## src/rtl/pixel_plot_fifo.sv

```systemverilog
// rtl/pixel_plot_fifo.sv - clipping pixel FIFO between drawing engines and vga_adapter
module pixel_plot_fifo #(
    parameter int DEPTH = 16,
    parameter int X_MAX = 159,
    parameter int Y_MAX = 119
) (
    input  logic                     clk,
    input  logic                     rst,
    input  logic [7:0]               in_x,
    input  logic [6:0]               in_y,
    input  logic [2:0]               in_colour,
    input  logic                     in_plot,
    output logic                     in_ready,
    input  logic                     sink_ready,
    input  logic                     flush,
    output logic [7:0]               vga_x,
    output logic [6:0]               vga_y,
    output logic [2:0]               vga_colour,
    output logic                     vga_plot,
    output logic [$clog2(DEPTH):0]   level,
    output logic                     drained,
    output logic [15:0]              clip_count
);

    localparam int AW = $clog2(DEPTH);
    localparam int LW = AW + 1;
    localparam logic [7:0] X_LIM = 8'(X_MAX);
    localparam logic [6:0] Y_LIM = 7'(Y_MAX);

    typedef enum logic [0:0] {RUN, FLUSH} state_t;

    state_t        state;
    logic [17:0]   mem [DEPTH];
    logic [AW-1:0] wr_ptr;
    logic [AW-1:0] rd_ptr;
    logic [17:0]   rd_word;
    logic          full;
    logic          clip;
    logic          push_ok;
    logic          do_write;
    logic          do_pop;

    // Level is a true occupancy counter, so full and empty never alias.
    assign full     = (level == LW'(DEPTH));
    assign in_ready = !rst && (state == RUN) && !full;
    assign clip     = (in_x > X_LIM) || (in_y > Y_LIM);
    // Flush takes priority over any push or pop in the same cycle.
    assign push_ok  = in_plot && in_ready && !flush;
    assign do_write = push_ok && !clip;
    assign do_pop   = (state == RUN) && !flush && (level != '0) && sink_ready;
    assign rd_word  = mem[rd_ptr];
    assign drained  = (level == '0) && !vga_plot;

    // Storage array; only on-screen pixels are written.
    always_ff @(posedge clk) begin
        if (do_write) begin
            mem[wr_ptr] <= {in_x, in_y, in_colour};
        end
    end

    // Control FSM: pointers, occupancy, output register and clip counter.
    always_ff @(posedge clk) begin
        if (rst) begin
            state      <= RUN;
            wr_ptr     <= '0;
            rd_ptr     <= '0;
            level      <= '0;
            vga_x      <= '0;
            vga_y      <= '0;
            vga_colour <= '0;
            vga_plot   <= 1'b0;
            clip_count <= '0;
        end else if (state == FLUSH) begin
            wr_ptr   <= '0;
            rd_ptr   <= '0;
            level    <= '0;
            vga_plot <= 1'b0;
            state    <= RUN;
        end else if (flush) begin
            wr_ptr   <= '0;
            rd_ptr   <= '0;
            level    <= '0;
            vga_plot <= 1'b0;
            state    <= FLUSH;
        end else begin
            if (do_write) begin
                wr_ptr <= AW'(wr_ptr + 1'b1);
            end
            if (push_ok && clip && (clip_count != 16'hFFFF)) begin
                clip_count <= clip_count + 16'd1;
            end
            if (do_pop) begin
                vga_x      <= rd_word[17:10];
                vga_y      <= rd_word[9:3];
                vga_colour <= rd_word[2:0];
                vga_plot   <= 1'b1;
                rd_ptr     <= AW'(rd_ptr + 1'b1);
            end else begin
                vga_plot <= 1'b0;
            end
            if (do_write && !do_pop) begin
                level <= level + 1'b1;
            end else if (!do_write && do_pop) begin
                level <= level - 1'b1;
            end
        end
    end

endmodule

```

## config.mk

```make
export PLATFORM = sky130hd
export DESIGN_NAME = pixel_plot_fifo
export DESIGN_NICKNAME = d
export VERILOG_FILES = /design/src/rtl/pixel_plot_fifo.sv
export SDC_FILE = /design/constraint.sdc
export NUM_CORES = 1
export LEC_CHECK = 0
export BUFFER_PORTS_ARGS = -buffer_cell sky130_fd_sc_hd__buf_2
export CORE_UTILIZATION = 45
export CTS_CLUSTER_DIAMETER = 80
export CTS_CLUSTER_SIZE = 40
export DETAILED_ROUTE_END_ITERATION = 12
export PLACE_DENSITY_LB_ADDON = 0.1
export SLEW_MARGIN = 10
export SYNTH_ARGS = -nofsm -noshare
export SYNTH_HDL_FRONTEND = slang
export SYNTH_SLANG_ARGS = --single-unit
export TNS_END_PERCENT = 10
```

## constraint.sdc

```tcl
create_clock -name clk -period 3.1 [get_ports clk]
set_clock_uncertainty 0.05 [all_clocks]
set_input_delay 0.155 -clock clk [delete_from_list [all_inputs] [get_ports clk]]
set_output_delay 0.155 -clock clk [all_outputs]
set_load 0.1 [all_outputs]
```

==> report_table.html, run 1 <==
<table>
<tr><th>Metric</th><th>Value</th></tr>
<tr><th colspan="2">Global route</th></tr>
<tr><td>Overall routing resource usage</td><td>0.1955</td></tr>
<tr><td>Global-route wire length before repair</td><td>43830 um</td></tr>
<tr><td>Largest net degree at the start of global routing</td><td>41</td></tr>
<tr><td>Total congestion overflow</td><td>0</td></tr>
<tr><td>Antenna violations before repair</td><td>0</td></tr>
<tr><td>Via count of the first global-routing pass</td><td>7163</td></tr>
<tr><th colspan="2">STA</th></tr>
<tr><td>Peak clock frequency supported by timing</td><td>334.2 MHz</td></tr>
<tr><td>Post-layout min period</td><td>2.992 ns</td></tr>
<tr><td>Number of failing hold endpoints at the final stage</td><td>0</td></tr>
<tr><td>Ratio of final minimum period to clock period</td><td>0.9651</td></tr>
<tr><td>Max Transition Viols Final</td><td>0</td></tr>
<tr><td>Finish-stage setup viols</td><td>0</td></tr>
<tr><td>Slew margin rel.</td><td>0.4720</td></tr>
<tr><td>Setup slack of the critical path after layout</td><td>0.1082 ns</td></tr>
<tr><td>Actual transition at the worst max-transition pin</td><td>0.7837 ns</td></tr>
<tr><th colspan="2">Clocking</th></tr>
<tr><td>CTS H-tree lvls</td><td>1</td></tr>
<tr><td>Clock slew at reported path FFs</td><td>about 0.11 ns</td></tr>
<tr><td>CTS tree</td><td>yes</td></tr>
<tr><td>Max Root-Sink Buffers</td><td>3</td></tr>
<tr><td>Num CTS Buffers</td><td>15</td></tr>
<tr><td>Clock latency on the worst-skew pair</td><td>0.51 ns</td></tr>
<tr><td>Sink count of the clock tree</td><td>~340</td></tr>
<tr><td>Clock Root Buffer</td><td>clkbuf_16</td></tr>
<tr><th colspan="2">Finish</th></tr>
<tr><td>NumNets Final</td><td>912</td></tr>
<tr><td>Number of diodes</td><td>0</td></tr>
<tr><td>Final cell area excluding filler cells</td><td>15080 um^2</td></tr>
<tr><td>Area added between synthesis and finish</td><td>14.15%</td></tr>
<tr><td>Fill cell total of the finished layout</td><td>~2300</td></tr>
<tr><td>Reg area</td><td>9651 um^2</td></tr>
<tr><td>Area occupied by multi-input gates</td><td>3448 um^2</td></tr>
<tr><td>Fraction of final layout cells with drive strength greater than 1</td><td>0.2701</td></tr>
<tr><th colspan="2">Pwr</th></tr>
<tr><td>Power per unit of standard cell area</td><td>511.1 nW/um^2</td></tr>
<tr><td>Pleak</td><td>4.905 nW</td></tr>
<tr><td>Overall Power</td><td>7.706 mW</td></tr>
<tr><td>Clock power share</td><td>0.329</td></tr>
<tr><td>Worst VDD drop</td><td>0.4495 mV</td></tr>
<tr><td>Sequential power share</td><td>0.639</td></tr>
<tr><td>Logic pwr share</td><td>0.032</td></tr>
<tr><td>Internal portion of total power</td><td>5.996 mW</td></tr>
<tr><td>Net load switching power</td><td>1.709 mW</td></tr>
<tr><td>Switch share</td><td>0.2218</td></tr>
<tr><th colspan="2">Yosys</th></tr>
<tr><td>Share of synthesized flip-flops with an asynchronous set or reset</td><td>0</td></tr>
<tr><td>Predominant post-synthesis flop cell</td><td>edfxtp_1</td></tr>
<tr><td>Synth Instances</td><td>764</td></tr>
<tr><td>Post-Synthesis Net Count</td><td>approximately 800</td></tr>
<tr><td>Post-synth top area share</td><td>0.6547</td></tr>
<tr><td>Number of synthesized register bits</td><td>337</td></tr>
<tr><td>Synth Warn #</td><td>0</td></tr>
<tr><td>Summed instance area of the synthesized netlist</td><td>13210 um^2</td></tr>
<tr><td>Share of the yosys chip area belonging to registers</td><td>0.7290</td></tr>
<tr><td>Library cell with the largest summed area after synthesis</td><td>edfxtp_1</td></tr>
<tr><td>Number of distinct library cells after synthesis</td><td>44</td></tr>
<tr><td>Most area-consuming cells after synthesis</td><td>edfxtp_1 (65%), mux4_2 (10%), dfxtp_1 (7.4%)</td></tr>
<tr><td>Syn avg cell area</td><td>around 17 um^2</td></tr>
<tr><td>Count of flip-flops with a built-in enable after synthesis</td><td>roughly 290</td></tr>
<tr><th colspan="2">Floorplanning</th></tr>
<tr><td>Count of standard-cell rows</td><td>62</td></tr>
<tr><td>Top Ports</td><td>65</td></tr>
<tr><td>Overall die area</td><td>30040 um^2</td></tr>
<tr><td>Die outline height</td><td>173.3 um</td></tr>
<tr><td>DIE WIDTH</td><td>173.3 um</td></tr>
<tr><td>Initial Utilization</td><td>0.4590</td></tr>
<tr><td>Core ar.</td><td>~29000 um^2</td></tr>
<tr><th colspan="2">Routing</th></tr>
<tr><td>Via total after detailed routing</td><td>7014</td></tr>
<tr><td>Sum of routed wire length over all layers</td><td>28630 um</td></tr>
<tr><td>Routed WL per cell</td><td>22.56 um</td></tr>
<tr><td>Routed length on met2</td><td>14760 um</td></tr>
<tr><td>Via count normalized by instance count</td><td>between 5 and 6</td></tr>
<tr><td>Routed Antenna Nets</td><td>0</td></tr>
<tr><td>Top sig layer</td><td>met4</td></tr>
<tr><td>Post-route DRC violation count</td><td>0</td></tr>
<tr><td>Total length of routed met3 wires</td><td>1074 um</td></tr>
<tr><td>First-pass detailed-route iteration total</td><td>5</td></tr>
<tr><td>M1 WL</td><td>12380 um</td></tr>
<tr><td>Detailed Route Iter0 Violations</td><td>546</td></tr>
<tr><th colspan="2">Worst hold path</th></tr>
<tr><td>Kind of path behind the tightest hold check</td><td>in -&gt; reg</td></tr>
<tr><th colspan="2">Place</th></tr>
<tr><td>DP Area</td><td>14340 um^2</td></tr>
<tr><td>Count of port buffers added during placement</td><td>64</td></tr>
<tr><td>Estimated wirelength of the detail-placed design</td><td>17840 um</td></tr>
<tr><td>Pre-CTS setup slack</td><td>0.03607 ns</td></tr>
<tr><td>Placer's final routability congestion estimate</td><td>0.8132</td></tr>
<tr><th colspan="2">Critical path</th></tr>
<tr><td>Setup crit start kind</td><td>flip-flop</td></tr>
<tr><td>Kind of critical path</td><td>reg -&gt; reg</td></tr>
<tr><td>CP max FO</td><td>5</td></tr>
<tr><td>Capturing element type of the critical path</td><td>flip-flop</td></tr>
<tr><td>Worst endpoint required time</td><td>around 3.4 ns</td></tr>
<tr><td>Data arrival time at the worst-slack endpoint</td><td>roughly 3.3 ns</td></tr>
<tr><th colspan="2">Status</th></tr>
<tr><td>Outcome</td><td>finished, final reports clean</td></tr>
<tr><th colspan="2">Run</th></tr>
<tr><td>Number of max-cap violations</td><td>0</td></tr>
</table>
[kinds of logic after synthesis]
family | share of synthesized area
AOI/OAI and AO/OA | 0.04727
xor gates and xnor gates | 0.01525
adders and majority gates | 0.01194
buffers and inverters | 0.01639
DFF | 0.7290
muxes | 0.1226
and+or+nand+nor | 0.05759
[layer usage]
| metal | vias to the layer above | GRT usage |
|---|---|---|
| li1 | 3220 | - |
| met3 | 30 | 0.02522 |
| met4 | 0 | 0.03650 |
| met5 | - | 0 |
| met2 | 135 | 0.3447 |
| met1 | 3629 | 0.2617 |
[cells in the mapped netlist (all sizes together), types with 2 or more instances]
cell type,count
and3,7
nand4,10
a21boi,6
clkbuf,20
nand2b,2
nor3,10
nor2,69
nand2,31
or3,3
mux4,60
xor2,20
mux2i,20
o32ai,6
a22oi,24
a211oi,2
a21oi,44
o221ai,3
nor2b,4
buf,21
mux2,6
xnor2,3
inv,7
and4,4
edfxtp,288
dfxtp,49
o211a,3
and2,3
nand3,14
ha,11
o21ai,7
[worst paths after layout]
path | startpoint | end | slack, ns | cells after the start
worst max-delay path | state$_SDFF_PP0_ | level[4]$_SDFFE_PP0P_ | 0.11 | 12
worst min-delay path | rst | rd_ptr[0]$_SDFFE_PP0P_ | 0.13 | 4
worst max register to register | state$_SDFF_PP0_ | level[4]$_SDFFE_PP0P_ | 0.11 | 12
worst min register to register | vga_y[5]$_SDFFE_PP0P_ | vga_y[5]$_SDFFE_PP0P_ | 0.45 | 2
[timing repair]
item	4_1_cts	5_1_grt
setup buffers	0	1
hold endpoints to repair	276	0
gates resized for setup	0	1
setup endpoints to repair	0	1
hold buffers	20	0
[registers in the layout, indices dropped and copies added (netlist names)]
signal	flops
mem	288
level	5
vga_x	8
state	1
clip_count	16
vga_colour	3
vga_plot	1
rd_ptr	4
vga_y	7
wr_ptr	4
[power groups by stage]
stage	clock, mW	sequential [mW]	combinational (mW)
4_1_cts	2.60	4.92	0.251
6_report	2.53	4.92	0.249
5_1_grt	2.75	4.92	0.270
2_1_floorplan	0	5.07	0.0883
3_3_place_gp	0	5.02	0.221
3_5_place_dp	0	5.02	0.231
[critical path, stage by stage (launching register included)]
cell and delay (ns):
dfxtp_1 0.37, or3_1 0.43, a211oi_2 0.24, and3_1 0.22, ha_2 0.22, inv_1 0.10, ha_1 0.30, nor2b_1 0.14
o21a_1 0.17, or3_1 0.32, a21oi_2 0.15, xnor2_1 0.12, nor2_1 0.06
[metrics by stage]
| stage | util | instances | hold slack, ns | TNS (ns) |
|---|---|---|---|---|
| floorplan | - | 764 | 0.2039 | -4.515 |
| global placement | 0.4981 | 1223 | 0.3990 | 0 |
| detailed placement | 0.4981 | 1223 | 0.4172 | 0 |
| CTS | 0.5235 | 1268 | 0.09184 | 0 |
| global route | 0.5239 | 1269 | 0.1622 | -0.005408 |
| finish | 0.5239 | 1269 | 0.1287 | 0 |
[layout by cell type, fill, tap and decap left out, types with 4 or more instances in the layout]
cell type / instances
mux4_2: 60
nor2_1: 57
buf_2: 64
nor2_2: 12
ha_1: 10
and4_1: 4
dfxtp_1: 42
inv_1: 6
and3_1: 7
mux2_2: 6
o32ai_1: 6
dlygate4sd3_1: 20
dfxtp_4: 5
o21ai_0: 6
mux2i_1: 20
nand3_1: 13
nor2b_1: 4
nand4_1: 10
xor2_1: 20
a22oi_1: 24
nand2_1: 31
a21oi_1: 43
edfxtp_1: 288
a21boi_0: 6
nor3_1: 5
clkbuf_16: 15
buf_4: 51
[cell type report]
| type | count | area share |
|---|---|---|
| inverter | 7 | 0.001743 |
| tap | 384 | 0.03186 |
| clock inverter | 10 | 0.01021 |
| sequential | 337 | 0.6400 |
| multi-input combinational | 379 | 0.2287 |
| clock buffer | 15 | 0.02489 |
| timing repair buffer | 137 | 0.06257 |
Power figures use the tool's default switching activity.
==> run 2, diff against run 1 <==
- CORE_UTILIZATION: 45 -> 50
- PLACE_DENSITY: unset -> 0.81
- PLACE_DENSITY_LB_ADDON: 0.1 -> unset
==> run 2 against run 1 <==
  * Global-route usage grew 1.2 points
  * Highest routed layer unchanged
  * Combinational power about the same
  * Largest power group unchanged
  * Critical path depth increased by 1
  * Total power down 3.5%
  * Largest cell class unchanged
  * Sequential power about the same
  * Via count increased by 2.7%
==> report_table.html, run 2 (same netlist as run 1, synthesis figures left out) <==
<table>
<tr><th>Metric</th><th>Value</th></tr>
<tr><th colspan="2">Critical path</th></tr>
<tr><td>Top delay family on crit path</td><td>simple AND/OR/NAND/NOR gates</td></tr>
<tr><td>Endpoint of the worst-slack reg-to-reg timing path</td><td>level[4]$_SDFFE_PP0P_</td></tr>
<tr><td>R2R Setup Slk</td><td>0.15 ns (+0.04 ns)</td></tr>
<tr><td>CP max FO</td><td>5 (unchanged)</td></tr>
<tr><td>Worst endpoint required time</td><td>3.44 ns (about the same)</td></tr>
<tr><td>Capturing element type of the critical path</td><td>flip-flop</td></tr>
<tr><td>Crit-path max cell delay</td><td>0.55 ns (+0.12 ns)</td></tr>
<tr><td>Crit path buf inv count</td><td>2 (+1)</td></tr>
<tr><td>Kind of critical path</td><td>reg -&gt; reg</td></tr>
<tr><td>Critical Path, Cell by Cell</td><td>or4_4 -&gt; o21ai_4 -&gt; nor3_2 -&gt; inv_2 -&gt; ha_2 -&gt; inv_1 -&gt; ha_1 -&gt; nor2b_1 -&gt; o21a_1 -&gt; or3_1 -&gt; a21oi_2 -&gt; xnor2_1 -&gt; nor2_1</td></tr>
<tr><td>Data arrival time at the worst-slack endpoint</td><td>3.29 ns (-0.04 ns)</td></tr>
<tr><td>Length in cells of the worst reg-to-reg path</td><td>13 (+1)</td></tr>
<tr><td>Setup crit start kind</td><td>flip-flop</td></tr>
<tr><td>CP max stage cell</td><td>or4_4</td></tr>
<tr><td>Worst reg2reg startpoint</td><td>level[3]$_SDFFE_PP0P_</td></tr>
<tr><th colspan="2">Finish</th></tr>
<tr><td>Number of diodes</td><td>0 (unchanged)</td></tr>
<tr><td>Top reg by flops</td><td>mem</td></tr>
<tr><td>Fraction of final layout cells with drive strength greater than 1</td><td>0.2537 (-0.01631)</td></tr>
<tr><td>Commonest non-fill, non-tap cell in the layout</td><td>edfxtp_1</td></tr>
<tr><td>Number of flip-flops in the largest register</td><td>288 (unchanged)</td></tr>
<tr><td>NumNets Final</td><td>896 (-1.8%)</td></tr>
<tr><td>Most frequent cells in the layout</td><td>edfxtp_1 (288), buf_2 (64), mux4_2 (60)</td></tr>
<tr><td>Largest registers</td><td>mem x288, clip_count x16, vga_x x8</td></tr>
<tr><td>Fill cell total of the finished layout</td><td>1949 (-16%)</td></tr>
<tr><td>Area added between synthesis and finish</td><td>12.39%</td></tr>
<tr><td>Final cell area excluding filler cells</td><td>14850 um^2 (-1.5%)</td></tr>
<tr><th colspan="2">Routing</th></tr>
<tr><td>First-pass detailed-route iteration total</td><td>5 (unchanged)</td></tr>
<tr><td>Sum of routed wire length over all layers</td><td>27520 um (-3.9%)</td></tr>
<tr><td>Routed WL per cell</td><td>22.89 um (+1.5%)</td></tr>
<tr><td>Detailed Route Iter0 Violations</td><td>797 (+46%)</td></tr>
<tr><td>Post-route DRC violation count</td><td>0 (unchanged)</td></tr>
<tr><td>Routed Antenna Nets</td><td>0 (unchanged)</td></tr>
<tr><td>Via total after detailed routing</td><td>7205 (+2.7%)</td></tr>
<tr><td>Via count normalized by instance count</td><td>5.994 (+8.4%)</td></tr>
<tr><th colspan="2">STA</th></tr>
<tr><td>Ratio of final minimum period to clock period</td><td>0.9523 (-0.01274)</td></tr>
<tr><td>RSZ-0062 raised after global routing</td><td>false</td></tr>
<tr><td>Peak clock frequency supported by timing</td><td>338.7 MHz (+1.3%)</td></tr>
<tr><td>Finish-stage setup viols</td><td>0 (unchanged)</td></tr>
<tr><td>Slew margin rel.</td><td>0.5192 (+0.04719)</td></tr>
<tr><td>Post-layout min period</td><td>2.952 ns (-0.03950 ns)</td></tr>
<tr><td>Max Transition Viols Final</td><td>0 (unchanged)</td></tr>
<tr><td>Smallest hold slack</td><td>0.03335 ns (-0.09540 ns)</td></tr>
<tr><td>Number of failing hold endpoints at the final stage</td><td>0 (unchanged)</td></tr>
<tr><td>Actual transition at the worst max-transition pin</td><td>0.7185 ns (-0.06515 ns)</td></tr>
<tr><th colspan="2">Clocking</th></tr>
<tr><td>Clock latency on the worst-skew pair</td><td>0.51 ns (about the same)</td></tr>
<tr><td>Num CTS Buffers</td><td>13 (-2)</td></tr>
<tr><td>Clock Root Buffer</td><td>clkbuf_16</td></tr>
<tr><td>Max Root-Sink Buffers</td><td>3 (unchanged)</td></tr>
<tr><td>CTS tree</td><td>yes</td></tr>
<tr><td>Sink count of the clock tree</td><td>337 (unchanged)</td></tr>
<tr><td>Clock slew at reported path FFs</td><td>0.14 ns (+0.03 ns)</td></tr>
<tr><td>CTS H-tree lvls</td><td>1 (unchanged)</td></tr>
<tr><td>Buffers inserted by post-CTS timing repair</td><td>0 (unchanged)</td></tr>
<tr><th colspan="2">Status</th></tr>
<tr><td>Outcome</td><td>finished, final reports clean</td></tr>
<tr><th colspan="2">Global route</th></tr>
<tr><td>Met3 usage</td><td>0.02838 (+0.003158)</td></tr>
<tr><td>Global Route met1 Usage</td><td>0.2789 (+0.01724)</td></tr>
<tr><td>Met2 track utilization from global routing</td><td>0.3508 (+0.006128)</td></tr>
<tr><td>Overall routing resource usage</td><td>0.2070 (+0.01153)</td></tr>
<tr><td>Via count of the first global-routing pass</td><td>7141 (-0.31%)</td></tr>
<tr><td>Antenna violations before repair</td><td>0 (unchanged)</td></tr>
<tr><td>Total congestion overflow</td><td>0 (unchanged)</td></tr>
<tr><td>Global-route wire length before repair</td><td>41350 um (-5.7%)</td></tr>
<tr><td>Top Usage Layer GRT</td><td>met2</td></tr>
<tr><td>Largest net degree at the start of global routing</td><td>49 (+20%)</td></tr>
<tr><th colspan="2">Pwr</th></tr>
<tr><td>Pleak</td><td>4.796 nW (-2.2%)</td></tr>
<tr><td>Power per unit of standard cell area</td><td>501.0 nW/um^2 (-2.0%)</td></tr>
<tr><td>Worst VDD drop</td><td>0.5278 mV (+17%)</td></tr>
<tr><th colspan="2">Place</th></tr>
<tr><td>Count of port buffers added during placement</td><td>64 (unchanged)</td></tr>
<tr><td>Placer's final routability congestion estimate</td><td>0.8164 (+0.39%)</td></tr>
<tr><td>Estimated wirelength of the detail-placed design</td><td>16350 um (-8.4%)</td></tr>
<tr><td>DP Area</td><td>14210 um^2 (-0.86%)</td></tr>
<tr><th colspan="2">Worst hold path</th></tr>
<tr><td>Worst hold path cell count</td><td>1 (-3)</td></tr>
<tr><td>End of the worst hold path</td><td>mem[8][7]$_DFFE_PP_</td></tr>
<tr><td>Launch instance of the worst min-delay path</td><td>in_y[4]</td></tr>
<tr><td>Kind of path behind the tightest hold check</td><td>in -&gt; reg</td></tr>
<tr><th colspan="2">Floorplanning</th></tr>
<tr><td>Overall die area</td><td>27070 um^2 (-9.9%)</td></tr>
<tr><td>Top Ports</td><td>65 (unchanged)</td></tr>
<tr><td>Die outline height</td><td>164.5 um (-5.1%)</td></tr>
<tr><td>Core ar.</td><td>25980 um^2 (-9.7%)</td></tr>
<tr><td>Initial Utilization</td><td>0.5083 (+0.04937)</td></tr>
<tr><td>DIE WIDTH</td><td>164.5 um (-5.1%)</td></tr>
<tr><td>Count of standard-cell rows</td><td>59 (-4.8%)</td></tr>
<tr><th colspan="2">Run</th></tr>
<tr><td>Number of max-cap violations</td><td>0 (unchanged)</td></tr>
</table>
## run 2: routing by layer
layer  share of wire  wire [um]  vias to the layer above
met5               0          0                        -
met4           0.025        697                        0
met3           0.078       2157                       50
met2            0.50      13790                      328
met1            0.40      10880                     3645
li1                -          -                     3182
## run 2: worst max path at each step
stage	start	depth (start not counted)	endpoint
final	level[3]$_SDFFE_PP0P_	13	level[4]$_SDFFE_PP0P_
after global routing	level[3]$_SDFFE_PP0P_	13	level[4]$_SDFFE_PP0P_
after CTS	state$_SDFF_PP0_	12	level[4]$_SDFFE_PP0P_
after detailed placement	state$_SDFF_PP0_	12	level[4]$_SDFFE_PP0P_
after global placement	state$_SDFF_PP0_	12	level[4]$_SDFFE_PP0P_
after floorplan	level[3]$_SDFFE_PP0P_	2	drained
## run 2: cell type report
class	instances	area (um^2)	share of cell area
clock inverters	6	105.1	0.007080
inverters	7	26.28	0.001770
well taps	335	419.2	0.02823
repair buffers	123	860.8	0.05799
clock buffers	15	332.8	0.02242
flip-flops and latches	337	9653	0.6502
multi-input cells	379	3448	0.2323
## run 2: metrics by stage
stage / setup WS [ns] / util / TNS [ns] / total power [mW] / instances
2_1_floorplan: -0.1770 / - / -4.515 / 5.156 / 764
5_1_grt: 0.02226 / 0.5713 / 0 / 7.628 / 1202
6_report: 0.1477 / 0.5713 / 0 / 7.438 / 1202
4_1_cts: 0.1091 / 0.5711 / 0 / 7.480 / 1202
3_3_place_gp: 0.1837 / 0.5469 / 0 / 5.242 / 1162
3_5_place_dp: 0.1372 / 0.5469 / 0 / 5.251 / 1162
## run 2: report_power, final
group | total [mW] | internal, mW | switching [mW]
Combinational | 0.247 | 0.0699 | 0.177
Sequential | 4.92 | 4.91 | 0.00811
Clock | 2.27 | 0.919 | 1.35
## run 2: repair_timing
item	4_1_cts	5_1_grt
endpoints found under the hold margin	263	0
setup endpoints to repair	0	1
hold buffers	19	0
gates resized for setup	0	1
